===== src/rtl/seg7_pkg.sv =====
// rtl/seg7_pkg.sv - shared types and constants for the seven-segment display blocks
package seg7_pkg;

  localparam int DISP_W     = 16;
  localparam int CTRL_BLINK = 0;
  localparam int CTRL_BLANK = 1;

  typedef enum logic [1:0] {
    S_CPU  = 2'd0,
    S_DBG  = 2'd1,
    S_HOLD = 2'd2
  } disp_state_t;

  // Counter width for a modulo-n counter; never narrower than one bit.
  function automatic int cnt_width(input int n);
    return (n > 1) ? $clog2(n) : 1;
  endfunction

endpackage


===== src/rtl/seg7_scan_div.sv =====
// rtl/seg7_scan_div.sv - scan clock divider with a one-cycle pulse ahead of each scan_clk rise
module seg7_scan_div
  import seg7_pkg::*;
#(
  parameter int SCAN_DIV = 50000
) (
  input  logic clk,
  input  logic clr_n,
  output logic scan_clk,
  output logic tick
);

  localparam int            DW       = cnt_width(SCAN_DIV);
  localparam logic [DW-1:0] DIV_LAST = DW'(SCAN_DIV - 1);

  logic [DW-1:0] div_cnt;
  logic          wrap;

  assign wrap = (div_cnt == DIV_LAST);
  // High in the cycle whose closing edge drives scan_clk from 0 to 1.
  assign tick = wrap & ~scan_clk;

  always_ff @(posedge clk or negedge clr_n) begin
    if (!clr_n) begin
      div_cnt  <= '0;
      scan_clk <= 1'b0;
    end else if (wrap) begin
      div_cnt  <= '0;
      scan_clk <= ~scan_clk;
    end else begin
      div_cnt  <= div_cnt + DW'(1);
    end
  end

endmodule


===== src/rtl/seg7_disp_arbiter.sv =====
// rtl/seg7_disp_arbiter.sv - arbitrates the scanner value between CPU register and debug port,
// and produces scan clock and blink/blank control
module seg7_disp_arbiter
  import seg7_pkg::*;
#(
  parameter int SCAN_DIV    = 50000,
  parameter int BLINK_TICKS = 256,
  parameter int HOLD_TICKS  = 1024
) (
  input  logic              clk,
  input  logic              clr_n,
  input  logic              cpu_we,
  input  logic [DISP_W-1:0] cpu_data,
  input  logic              cpu_ctrl_we,
  input  logic [1:0]        cpu_ctrl,
  input  logic              dbg_req,
  input  logic [DISP_W-1:0] dbg_data,
  output logic              dbg_gnt,
  output logic              owner,
  output logic [DISP_W-1:0] disp_x,
  output logic              scan_clk,
  output logic              blank
);

  localparam int            BW         = cnt_width(BLINK_TICKS);
  localparam int            HW         = cnt_width(HOLD_TICKS);
  localparam logic [BW-1:0] BLINK_LAST = BW'(BLINK_TICKS - 1);
  localparam logic [HW-1:0] HOLD_LAST  = HW'(HOLD_TICKS - 1);

  logic              tick;
  logic [DISP_W-1:0] cpu_reg;
  logic [1:0]        ctrl;
  disp_state_t       state, next_state;
  logic [HW-1:0]     hold_cnt;
  logic [BW-1:0]     blink_cnt;
  logic              blink_phase;
  logic [DISP_W-1:0] disp_d;
  logic              owner_d;
  logic              gnt_d;
  logic              blank_d;

  seg7_scan_div #(
    .SCAN_DIV (SCAN_DIV)
  ) u_scan_div (
    .clk      (clk),
    .clr_n    (clr_n),
    .scan_clk (scan_clk),
    .tick     (tick)
  );

  always_ff @(posedge clk or negedge clr_n) begin
    if (!clr_n) begin
      cpu_reg <= '0;
      ctrl    <= 2'b00;
    end else begin
      if (cpu_we)      cpu_reg <= cpu_data;
      if (cpu_ctrl_we) ctrl    <= cpu_ctrl;
    end
  end

  always_ff @(posedge clk or negedge clr_n) begin
    if (!clr_n) state <= S_CPU;
    else        state <= next_state;
  end

  always_comb begin
    next_state = state;
    case (state)
      // A CPU write in the same cycle as a request wins; the request is seen again next cycle.
      S_CPU:   if (dbg_req && !cpu_we) next_state = S_DBG;
      S_DBG:   if (!dbg_req)           next_state = S_HOLD;
      S_HOLD: begin
        if (dbg_req)                            next_state = S_DBG;
        else if (tick && hold_cnt == HOLD_LAST) next_state = S_CPU;
      end
      default: next_state = S_CPU;
    endcase
  end

  always_comb begin
    disp_d  = disp_x;
    owner_d = 1'b0;
    gnt_d   = 1'b0;
    case (state)
      S_CPU: disp_d = cpu_reg;
      S_DBG: begin
        owner_d = 1'b1;
        gnt_d   = dbg_req;
        if (dbg_req) disp_d = dbg_data;
      end
      S_HOLD:  owner_d = 1'b1;
      default: disp_d  = cpu_reg;
    endcase
  end

  always_ff @(posedge clk or negedge clr_n) begin
    if (!clr_n) begin
      disp_x  <= '0;
      owner   <= 1'b0;
      dbg_gnt <= 1'b0;
    end else begin
      disp_x  <= disp_d;
      owner   <= owner_d;
      dbg_gnt <= gnt_d;
    end
  end

  always_ff @(posedge clk or negedge clr_n) begin
    if (!clr_n) begin
      hold_cnt <= '0;
    end else if (state != S_HOLD) begin
      hold_cnt <= '0;
    end else if (tick && !dbg_req && hold_cnt != HOLD_LAST) begin
      hold_cnt <= hold_cnt + HW'(1);
    end
  end

  always_ff @(posedge clk or negedge clr_n) begin
    if (!clr_n) begin
      blink_cnt   <= '0;
      blink_phase <= 1'b0;
    end else if (!ctrl[CTRL_BLINK]) begin
      blink_cnt   <= '0;
      blink_phase <= 1'b0;
    end else if (tick) begin
      if (blink_cnt == BLINK_LAST) begin
        blink_cnt   <= '0;
        blink_phase <= ~blink_phase;
      end else begin
        blink_cnt   <= blink_cnt + BW'(1);
      end
    end
  end

  assign blank_d = ctrl[CTRL_BLANK] | (ctrl[CTRL_BLINK] & blink_phase);

  always_ff @(posedge clk or negedge clr_n) begin
    if (!clr_n) blank <= 1'b0;
    else        blank <= blank_d;
  end

endmodule


===== config.mk =====
export PLATFORM = sky130hd
export DESIGN_NAME = seg7_disp_arbiter
export DESIGN_NICKNAME = d
export VERILOG_FILES = /design/src/rtl/seg7_pkg.sv /design/src/rtl/seg7_scan_div.sv /design/src/rtl/seg7_disp_arbiter.sv
export SDC_FILE = /design/constraint.sdc
export NUM_CORES = 1
export LEC_CHECK = 0
export CAP_MARGIN = 20
export CORE_MARGIN = 1
export CORE_UTILIZATION = 40
export CTS_CLUSTER_SIZE = 8
export DETAILED_ROUTE_END_ITERATION = 8
export GPL_ROUTABILITY_DRIVEN = 0
export PLACE_DENSITY = 0.65
export SYNTH_ARGS = -nofsm -noshare
export SYNTH_HDL_FRONTEND = slang
export SYNTH_SLANG_ARGS = --single-unit

===== constraint.sdc =====
create_clock -name clk -period 7.1 [get_ports clk]
set_input_delay 1.42 -clock clk [delete_from_list [all_inputs] [get_ports clk]]
set_output_delay 1.42 -clock clk [all_outputs]
set_load 0.05 [all_outputs]

==> qor.yml <==
status: "completed"
synth_common_cells: "75 x dfrtp_1, 35 x nor2_1, 23 x mux2i_1"
viasPerCell: 5.11
r2r_setup_slack_ns: 4.27
area_delta_synth_final_pct: 25.7
yosys.area.top_type: "dfrtp_1"
start_util: 0.417
endpoint_kind: "output pin"
core_sq_mm: 0.00826
finalInstanceArea_sq_mm: 0.00433
path_class: "flop to output pin"
cts_max_level: 3
synth_top_family_by_area: "simple AND/OR/NAND/NOR gates"
critPathTopFamily: "buffers and inverters"
cpMaxStageDelayCell: "clkdlybuf4s50_1"
setup_slack_ns: 4.14
finalHoldViolCount: 0
power.density_mw_per_mm2: 328
firstDrtPassIters: 4
grt_pass1_wl_mm: 10.9
synth_compound_area_frac: 0.0570
wl_per_cell_um: 14.1
clock_skew_ns: 0.00647
seq_area_frac_synth: 0.544
cts_buffer_depth: 2
cts_made_buffers: 9
drv_cap: 0
r2r_end: "hold_cnt[7]"
synth_area_per_cell_sq_um: 11.2
die_h_um: 94.8
final.setup.tns_ns: 0
yosys.area_share.simple: 0.167
synth_fa_ha_area_frac: 0.0254
clk_pin_slew_ns: 0.08
crit_chain: "clkdlybuf4s50_1"
endpoint: "disp_x[14]"
arrival_ns: 1.54
hpwl_mm: 4.64
grt_start_max_net_pins: 76
drcViolationCount: 0
ctsHoldBuffers: 0
slew_violations: 0
portBuffers: 58
startpoint: "disp_x[14]"
cp.required_ns: 5.68
hold_class: "flop to flop"
cp_num_cells: 1
worst_ir_drop_vdd_mv: 0.129
yosysWarnings: 0
power_mw: 1.42
die_w_um: 94.8
grtUsageTotal: 0.160
cts_root_buffer: "clkbuf_8"
cp_slowest_stage_delay_ns: 0.83
ys_ff_latch: 75
yosys.area.top_type_share: 0.544
hold_start: "ctrl[1]"
cts_tree: "done"
max_freq_mhz: 338
grt_overflow: 0
start_kind: "flop"
post-cts-setup-buffers: 0
synth_fp_nets: 354
worstPathMaxFanout: 2
synth.mux.area_fraction: 0.135
dp_slack_ns: 3.66
worstReg2RegStart: "u_scan_div.div_cnt[12]"
period_share: 0.417
min_period_ns: 2.96
ys_async_sr_fraction: 1.00
totalWireLength_mm: 6.72
die_area_sq_mm: 0.00899
finalSetupViolCount: 0
nNetsFinal: 414
initialDrtViolationCount: 76
max_slew_margin: 0.253
cts_resized: 0
synth_area_leaders: "dfrtp_1 54%, mux2_2 6.9%, mux2i_1 6.7%"
vias: 2437
clk_latency_ns: 0.35
place_area_sq_mm: 0.00412
ys_types: 38
final_util: 0.525
ant_nets: 0
synth_area_sq_mm: 0.00345
grt_pass1_vias: 2228
layout-drive-gt1-share: 0.113
row_count: 33
synth_flop_cell: "dfrtp_1"
diodes: 0
critPathBufInv: 1
rr_worst_depth: 5
synth-xor-area-share: 0.0508
synth_most_common_cell: "dfrtp_1"
cts.sinks: 75
synth_edf_count: 0
worst_slew_pin_slew_ns: 1.12
syn_inst: 308
rsz0062_at_grt: "no"
power_leakage_nw: 1.85
design.portCount: 59
antenna_found_initial: 0
## report_power, final
group	leakage (nW)	internal, mW	switching [mW]
Sequential	0.941	0.498	0.0408
Combinational	0.800	0.208	0.347
Clock	0.106	0.180	0.150
Total	1.85	0.886	0.537
## layout make-up
type / instances / area [sq um]
Tap cell: 105 / 131
Inverter: 5 / 18.8
Fill cell: 750 / 3930
Sequential cell: 75 / 1880
Clock inverter: 4 / 48.8
Clock buffer: 11 / 151
Timing Repair Buffer: 60 / 601
Multi-Input combinational cell: 217 / 1510
## cell usage in the layout (no fill, tap or decap), types with 7 or more instances in the layout
cell type / count
ha_1: 7
dfrtp_1: 75
nand3_1: 10
xnor2_1: 8
nor2_1: 35
mux2i_1: 23
clkbuf_8: 11
nand2_1: 20
a21oi_1: 20
xor2_1: 12
mux2_2: 21
clkdlybuf4s50_1: 57
## kinds of logic after synthesis
group / Yosys count
fa+ha+maj: 7
xor+xnor: 20
buf+inv: 16
simple gates: 111
mux: 44
flops: 75
compound gates: 35
## metrics by stage
step	std cells	hold WS, ns
finish	477	0.466
global route	477	0.490
CTS	476	0.470
detailed placement	461	0.451
global placement	461	0.446
floorplan	308	0.424
## worst min-delay path by stage
stage                             endpoint  slack [ns]  depth (start not counted)
finish                               blank        0.47                          1
global route        u_scan_div.div_cnt[13]        0.49                          1
CTS                                  blank        0.47                          1
detailed placement                   blank        0.45                          1
global placement                     blank        0.45                          1
floorplan                            blank        0.42                          1
## metal layers
metal / wire, um / global-route usage / up-vias
li1: - / - / 1192
met1: 3040 / 0.210 / 1176
met2: 3210 / 0.248 / 54
met3: 307 / 0.0419 / 15
met4: 153 / 0.0720 / 0
met5: 0 / 0 / -
Power figures use the tool's default switching activity.
